**src/rtl/conbus_pkg.sv**
```systemverilog
// Shared definitions for the conbus decoder and the arbiter-level top.
package conbus_pkg;

  // Decoder FSM encoding
  typedef enum logic [1:0] {
    ST_IDLE   = 2'd0,
    ST_ACTIVE = 2'd1,
    ST_ERR    = 2'd2
  } conbus_state_e;

  // Default slave-field placement: top two address bits pick one of four slaves
  localparam int CONBUS_NSLV    = 4;
  localparam int CONBUS_SEL_MSB = 31;
  localparam int CONBUS_SEL_LSB = 30;
  localparam int CONBUS_TIMEOUT = 255;

  // True when a decoded slave index refers to an implemented slave port
  function automatic logic slot_mapped(input logic [31:0] slot, input int nslv);
    return int'(slot) < nslv;
  endfunction

endpackage

```
**src/rtl/conbus_wdog.sv**
```systemverilog
// Per-transfer watchdog: clear, count unacknowledged cycles, flag expiry.
// Saturates at TIMEOUT, so the counter never wraps.
module conbus_wdog #(
  parameter int TIMEOUT = 255
) (
  input  logic sys_clk,
  input  logic sys_rst,
  input  logic clr,
  input  logic inc,
  output logic expired
);

  localparam int CW = (TIMEOUT < 1) ? 1 : $clog2(TIMEOUT + 1);

  logic [CW-1:0] cnt;

  assign expired = (cnt == CW'(TIMEOUT));

  // Count while asked to, holding at the expiry value
  always_ff @(posedge sys_clk) begin
    if (sys_rst || clr)
      cnt <= '0;
    else if (inc && !expired)
      cnt <= cnt + CW'(1);
  end

endmodule

```
**src/rtl/conbus_dec.sv**
```systemverilog
// Wishbone conbus slave decoder: routes one master beat to the slave picked
// by the upper address bits, returns its ack/data, and terminates unmapped
// or hung beats with a single-cycle error.
module conbus_dec
  import conbus_pkg::*;
#(
  parameter int NSLV    = CONBUS_NSLV,
  parameter int AW      = 32,
  parameter int DW      = 32,
  parameter int SEL_MSB = CONBUS_SEL_MSB,
  parameter int SEL_LSB = CONBUS_SEL_LSB,
  parameter int TIMEOUT = CONBUS_TIMEOUT
) (
  input  logic                 sys_clk,
  input  logic                 sys_rst,
  input  logic [AW-1:0]        m_adr_i,
  input  logic [DW-1:0]        m_dat_i,
  input  logic [DW/8-1:0]      m_sel_i,
  input  logic                 m_we_i,
  input  logic                 m_cyc_i,
  input  logic                 m_stb_i,
  output logic [DW-1:0]        m_dat_o,
  output logic                 m_ack_o,
  output logic                 m_err_o,
  output logic [AW-1:0]        s_adr_o,
  output logic [DW-1:0]        s_dat_o,
  output logic [DW/8-1:0]      s_sel_o,
  output logic                 s_we_o,
  output logic [NSLV-1:0]      s_cyc_o,
  output logic [NSLV-1:0]      s_stb_o,
  input  logic [NSLV*DW-1:0]   s_dat_i,
  input  logic [NSLV-1:0]      s_ack_i
);

  localparam int SW = SEL_MSB - SEL_LSB + 1;

  conbus_state_e state, state_nxt;

  logic [SW-1:0]           slot_q;
  logic [SW-1:0]           adr_slot;
  logic                    req;
  logic                    mapped;
  logic [NSLV-1:0]         slv_oh;
  logic [NSLV-1:0][DW-1:0] s_dat_arr;
  logic [DW-1:0]           dat_sel;
  logic                    ack_sel;
  logic                    wd_clr;
  logic                    wd_inc;
  logic                    wd_expired;

  assign adr_slot  = m_adr_i[SEL_MSB:SEL_LSB];
  assign req       = m_cyc_i && m_stb_i;
  assign mapped    = slot_mapped(32'(adr_slot), NSLV);
  assign s_dat_arr = s_dat_i;

  // Broadcast signals are pure pass-through
  assign s_adr_o = m_adr_i;
  assign s_dat_o = m_dat_i;
  assign s_sel_o = m_sel_i;
  assign s_we_o  = m_we_i;

  // One-hot selection of the latched slave, only while a beat is in flight;
  // acks and data from any other port are masked off here
  for (genvar k = 0; k < NSLV; k++) begin : g_sel
    assign slv_oh[k] = (state == ST_ACTIVE) && (slot_q == SW'(k));
  end

  assign ack_sel = |(slv_oh & s_ack_i);

  // Read-data mux as AND-OR over the one-hot select (zero when nothing selected)
  always_comb begin
    dat_sel = '0;
    for (int k = 0; k < NSLV; k++)
      if (slv_oh[k]) dat_sel = dat_sel | s_dat_arr[k];
  end

  // Watchdog restarts on every entry to ACTIVE
  assign wd_clr = (state != ST_ACTIVE);
  assign wd_inc = (state == ST_ACTIVE) && !ack_sel;

  conbus_wdog #(.TIMEOUT(TIMEOUT)) u_wdog (
    .sys_clk (sys_clk),
    .sys_rst (sys_rst),
    .clr     (wd_clr),
    .inc     (wd_inc),
    .expired (wd_expired)
  );

  // State and slot registers; slot is captured only when a beat is accepted
  always_ff @(posedge sys_clk) begin
    if (sys_rst) begin
      state  <= ST_IDLE;
      slot_q <= '0;
    end else begin
      state <= state_nxt;
      if (state == ST_IDLE && req)
        slot_q <= adr_slot;
    end
  end

  // Next state: ack beats abort, abort beats timeout
  always_comb begin
    state_nxt = state;
    case (state)
      ST_IDLE:
        if (req) state_nxt = mapped ? ST_ACTIVE : ST_ERR;
      ST_ACTIVE:
        if (ack_sel)         state_nxt = ST_IDLE;
        else if (!m_cyc_i)   state_nxt = ST_IDLE;
        else if (wd_expired) state_nxt = ST_ERR;
      ST_ERR:
        state_nxt = ST_IDLE;
      default:
        state_nxt = ST_IDLE;
    endcase
  end

  // Master-side and per-slave outputs
  always_comb begin
    m_ack_o = ack_sel;
    m_dat_o = dat_sel;
    m_err_o = (state == ST_ERR);
    s_cyc_o = slv_oh & {NSLV{m_cyc_i}};
    s_stb_o = slv_oh & {NSLV{m_stb_i}};
  end

endmodule

```
**config.mk**
```make
export PLATFORM = sky130hd
export DESIGN_NAME = conbus_dec
export DESIGN_NICKNAME = d
export VERILOG_FILES = /design/src/rtl/conbus_pkg.sv /design/src/rtl/conbus_wdog.sv /design/src/rtl/conbus_dec.sv
export SDC_FILE = /design/constraint.sdc
export NUM_CORES = 1
export LEC_CHECK = 0
export ABC_AREA = 1
export BUFFER_PORTS_ARGS = -buffer_cell sky130_fd_sc_hd__buf_2
export CAP_MARGIN = 10
export CORE_AREA = 2 2 123 125
export CTS_BUF_LIST = sky130_fd_sc_hd__clkbuf_4
export DETAILED_ROUTE_END_ITERATION = 10
export DIE_AREA = 0 0 125 127
export PLACE_DENSITY = 0.56
export REMOVE_ABC_BUFFERS = 1
export SLEW_MARGIN = 15
export SYNTH_ARGS = -nofsm -noshare
export SYNTH_HDL_FRONTEND = slang
export SYNTH_SLANG_ARGS = --single-unit
```
**constraint.sdc**
```tcl
create_clock -name sys_clk -period 3 [get_ports sys_clk]
set_clock_uncertainty 0.2 [all_clocks]
set_input_delay 0.6 -clock sys_clk [delete_from_list [all_inputs] [get_ports sys_clk]]
set_output_delay 0.6 -clock sys_clk [all_outputs]
set_load 0.005 [all_outputs]
```
==> results.py <==
metrics = {
    "status": {
        "outcome": "finished clean",
    },
    "floorplanning": {
        "row_count": 44,
        "die_area_sq_mm": 0.0159,
        "core_sq_mm": 0.0144,
        "die_w_um": 125,
        "die_y_um": 127,
        "initial_core_util_pct": 15.5,
        "io_pins": 316,
    },
    "synth": {
        "synth_xor_area_share_pct": 1.18,
        "synthArstFlopShare_pct": 0,
        "synth_top_family_by_area": "simple AND/OR/NAND/NOR gates",
        "yosysUniqueCellTypes": 25,
        "synthAdderAreaFrac_pct": 0.560,
        "yosysWarnings": 0,
        "synth.area.mux_share_pct": 0,
        "ys_seq_area_share_pct": 10.8,
        "synth-edff-count": 0,
        "syn_area_sq_mm": 0.00223,
        "synth_compound_area_share_pct": 3.92,
        "synth_cells": 376,
        "ys_ff_latch": 12,
        "yosys.area_share.simple_pct": 51.3,
        "synth_ff_type": "dfxtp_1",
        "postSynthAreaPerCell_sq_um": 5.94,
    },
    "sta": {
        "max_slew.worst_pin.slew_ns": 0.693,
        "max_freq_ghz": 0.371,
        "fin_crit_ns": 2.69,
        "rsz0062_at_grt": "no",
        "setup_viol": 0,
        "finalHoldViolations": 0,
        "maxSlewViolCount": 0,
        "min_period_over_period_pct": 89.7,
        "maxSlewHeadroom_pct": 53.7,
    },
    "worst_setup_path": {
        "critPathMaxFanout": 20,
        "required_ns": 2.20,
        "reg2reg_depth": 9,
        "setup.worst_path.end_class": "output pin",
        "worst_ep_arrival_time_ns": 1.89,
        "rrSetupSlack_ns": 0.85,
        "r2r_end": "u_wdog.cnt[1]$_SDFFE_PP0P_",
        "reg2reg_from": "slot_q[1]$_SDFFE_PP0P_",
        "worstSetupPathType": "flip-flop to output pin",
        "startpoint_type": "flip-flop",
    },
    "routing": {
        "vias_per_cell": 4.67,
        "dr_total_vias": 3074,
        "dr.first_iter.drc_count": 209,
        "routedWlPerCell_um": 21.7,
        "detail_route.wirelength_mm": 14.3,
        "drt-pass1-iter-count": 4,
        "route.detailed.drc": 0,
        "drt.antenna.violating_nets": 0,
    },
    "power_and_ir_drop": {
        "cellPowerDensity_mw_per_mm2": 185,
        "power.leakage_uw": 0.00139,
        "ir_drop_mv": 0.0882,
        "power_uw": 522,
    },
    "clock_network": {
        "cts_resized": 0,
        "ctsHoldBuffers": 0,
        "clock_path_buffers": 2,
        "clk-insertion-delay-late_ns": 0.28,
        "tritoncts": "yes",
        "clock-sinks": 12,
        "cts_buffers": 3,
        "htreeDepth": 1,
        "post_cts_buffers": 0,
        "cts-root-buf": "clkbuf_4",
        "path_clk_slew_ns": 0.08,
    },
    "place": {
        "place_area_sq_mm": 0.00280,
        "port_buffers": 181,
        "hpwl_mm": 11.2,
        "globalplace.congestion": 0.821,
    },
    "grt": {
        "track_usage_pct": 16.9,
        "grt_pass1_vias": 2707,
        "grt_pass1_wl_mm": 19.8,
        "antenna_found_initial": 0,
        "grt.overflow.total": 0,
        "grt_max_degree": 105,
    },
    "worst_hold_path": {
        "worstHoldStart": "u_wdog.cnt[7]$_SDFFE_PP0P_",
        "hold_path_class": "flip-flop to flip-flop",
        "min_path_cells": 2,
        "hold_end": "u_wdog.cnt[7]$_SDFFE_PP0P_",
    },
    "final_layout": {
        "drive_gt1_share_pct": 42.2,
        "antenna_cells": 0,
        "fillerInstances": 1698,
        "nets": 681,
        "postLayoutCellArea_sq_mm": 0.00282,
        "areaGrowthSynthToFinish_pct": 26.4,
    },
    "run": {
        "drv_cap": 0,
    },
}
[critical path: stages (launching register included)]
cell	delay (ns)
dfxtp_1	0.42
inv_1	0.08
nor2_1	0.17
nand2_1	0.13
inv_2	0.33
buf_4	0.23
nand2_1	0.05
nand4_1	0.07
buf_2	0.12
[synth_stat cells, types with 2 or more instances]
library cell  count  share of area [%]
buf_4            71                 24
dfxtp_1          12                 11
a21oi_1           9                2.0
inv_1            17                2.9
buf_6             3                1.5
clkbuf_1         12                2.0
nand3_1         110                 25
nand4_1          34                9.5
a211oi_1          2               0.67
xor2_1            3                1.2
buf_2             7                1.6
nand2_1          62                 10
nor2_4            3                1.5
nor2_1           18                3.0
nand3b_1          2               0.67
inv_2             2               0.34
[power breakdown]
part           leakage (uW)  internal [uW]  switching, uW
clock network     0.0000154           48.2           59.1
registers         0.0000972            162           3.25
logic               0.00128            114            136
total               0.00139            324            198
[cell usage in the layout (no fill, tap or decap), types with 2 or more instances in the layout]
| cell type | n |
|---|---|
| inv_2 | 2 |
| dfxtp_1 | 12 |
| nor2_4 | 3 |
| a21oi_1 | 9 |
| nor2_1 | 18 |
| clkbuf_4 | 3 |
| xor2_1 | 3 |
| inv_1 | 17 |
| buf_2 | 181 |
| buf_4 | 5 |
| buf_12 | 2 |
| nand4_1 | 34 |
| a211oi_1 | 2 |
| nand3b_1 | 2 |
| nand2_1 | 62 |
| nand3_1 | 110 |
[flip-flops by register name (all words and copies together) (netlist names)]
register / cells
u_wdog.cnt: 8
slot_q: 2
state: 2
[worst max path at each step]
stage	endpoint	start	slack, ns	cells after the start
final	m_dat_o[6]	slot_q[1]$_SDFFE_PP0P_	0.31	8
after floorplan	m_dat_o[0]	state[0]$_SDFFE_PP0P_	-0.06	6
after detailed placement	m_dat_o[24]	slot_q[1]$_SDFFE_PP0P_	0.57	8
after CTS	m_dat_o[24]	slot_q[1]$_SDFFE_PP0P_	0.26	8
after global routing	m_dat_o[12]	slot_q[1]$_SDFFE_PP0P_	0.05	8
after global placement	m_ack_o	slot_q[1]$_SDFFE_PP0P_	0.62	7
[cells by family (layout without fill, tap and decap cells)]
group / after synthesis / after routing
adders and majority gates: 1 / 1
AOI/OAI and AO/OA: 14 / 14
xor gates and xnor gates: 3 / 3
DFF: 12 / 12
buffers and inverters: 113 / 211
and+or+nand+nor: 233 / 233
[metrics by stage]
step | setup TNS (ns) | std cells | util (%) | setup WS, ns | hold slack (ns)
floorplan | -1.87 | 282 | - | -0.0586 | 0.262
global placement | 0 | 654 | 19.4 | 0.622 | 0.290
detailed placement | 0 | 654 | 19.4 | 0.574 | 0.289
CTS | 0 | 658 | 19.6 | 0.257 | 0.304
global route | 0 | 658 | 19.6 | 0.0484 | 0.346
finish | 0 | 658 | 19.6 | 0.308 | 0.313
[metal layers]
| metal | vias to the layer above | global-route usage (%) | share of wire, % |
|---|---|---|---|
| li1 | 1414 | - | - |
| met1 | 1390 | 21.5 | 41 |
| met2 | 254 | 20.1 | 37 |
| met3 | 10 | 15.7 | 20 |
| met4 | 6 | 1.57 | 0.55 |
| met5 | - | 11.8 | 1.2 |
[cell type report]
type | count | area [sq um] | area share (%)
repair buffers | 188 | 983 | 34.8
clock buffers | 3 | 22.5 | 0.798
clock inverters | 1 | 3.75 | 0.133
well taps | 184 | 230 | 8.16
inverters | 19 | 71.3 | 2.53
flip-flops and latches | 12 | 240 | 8.51
multi-input cells | 251 | 1270 | 45.0
(Power assumes the default switching activity.)
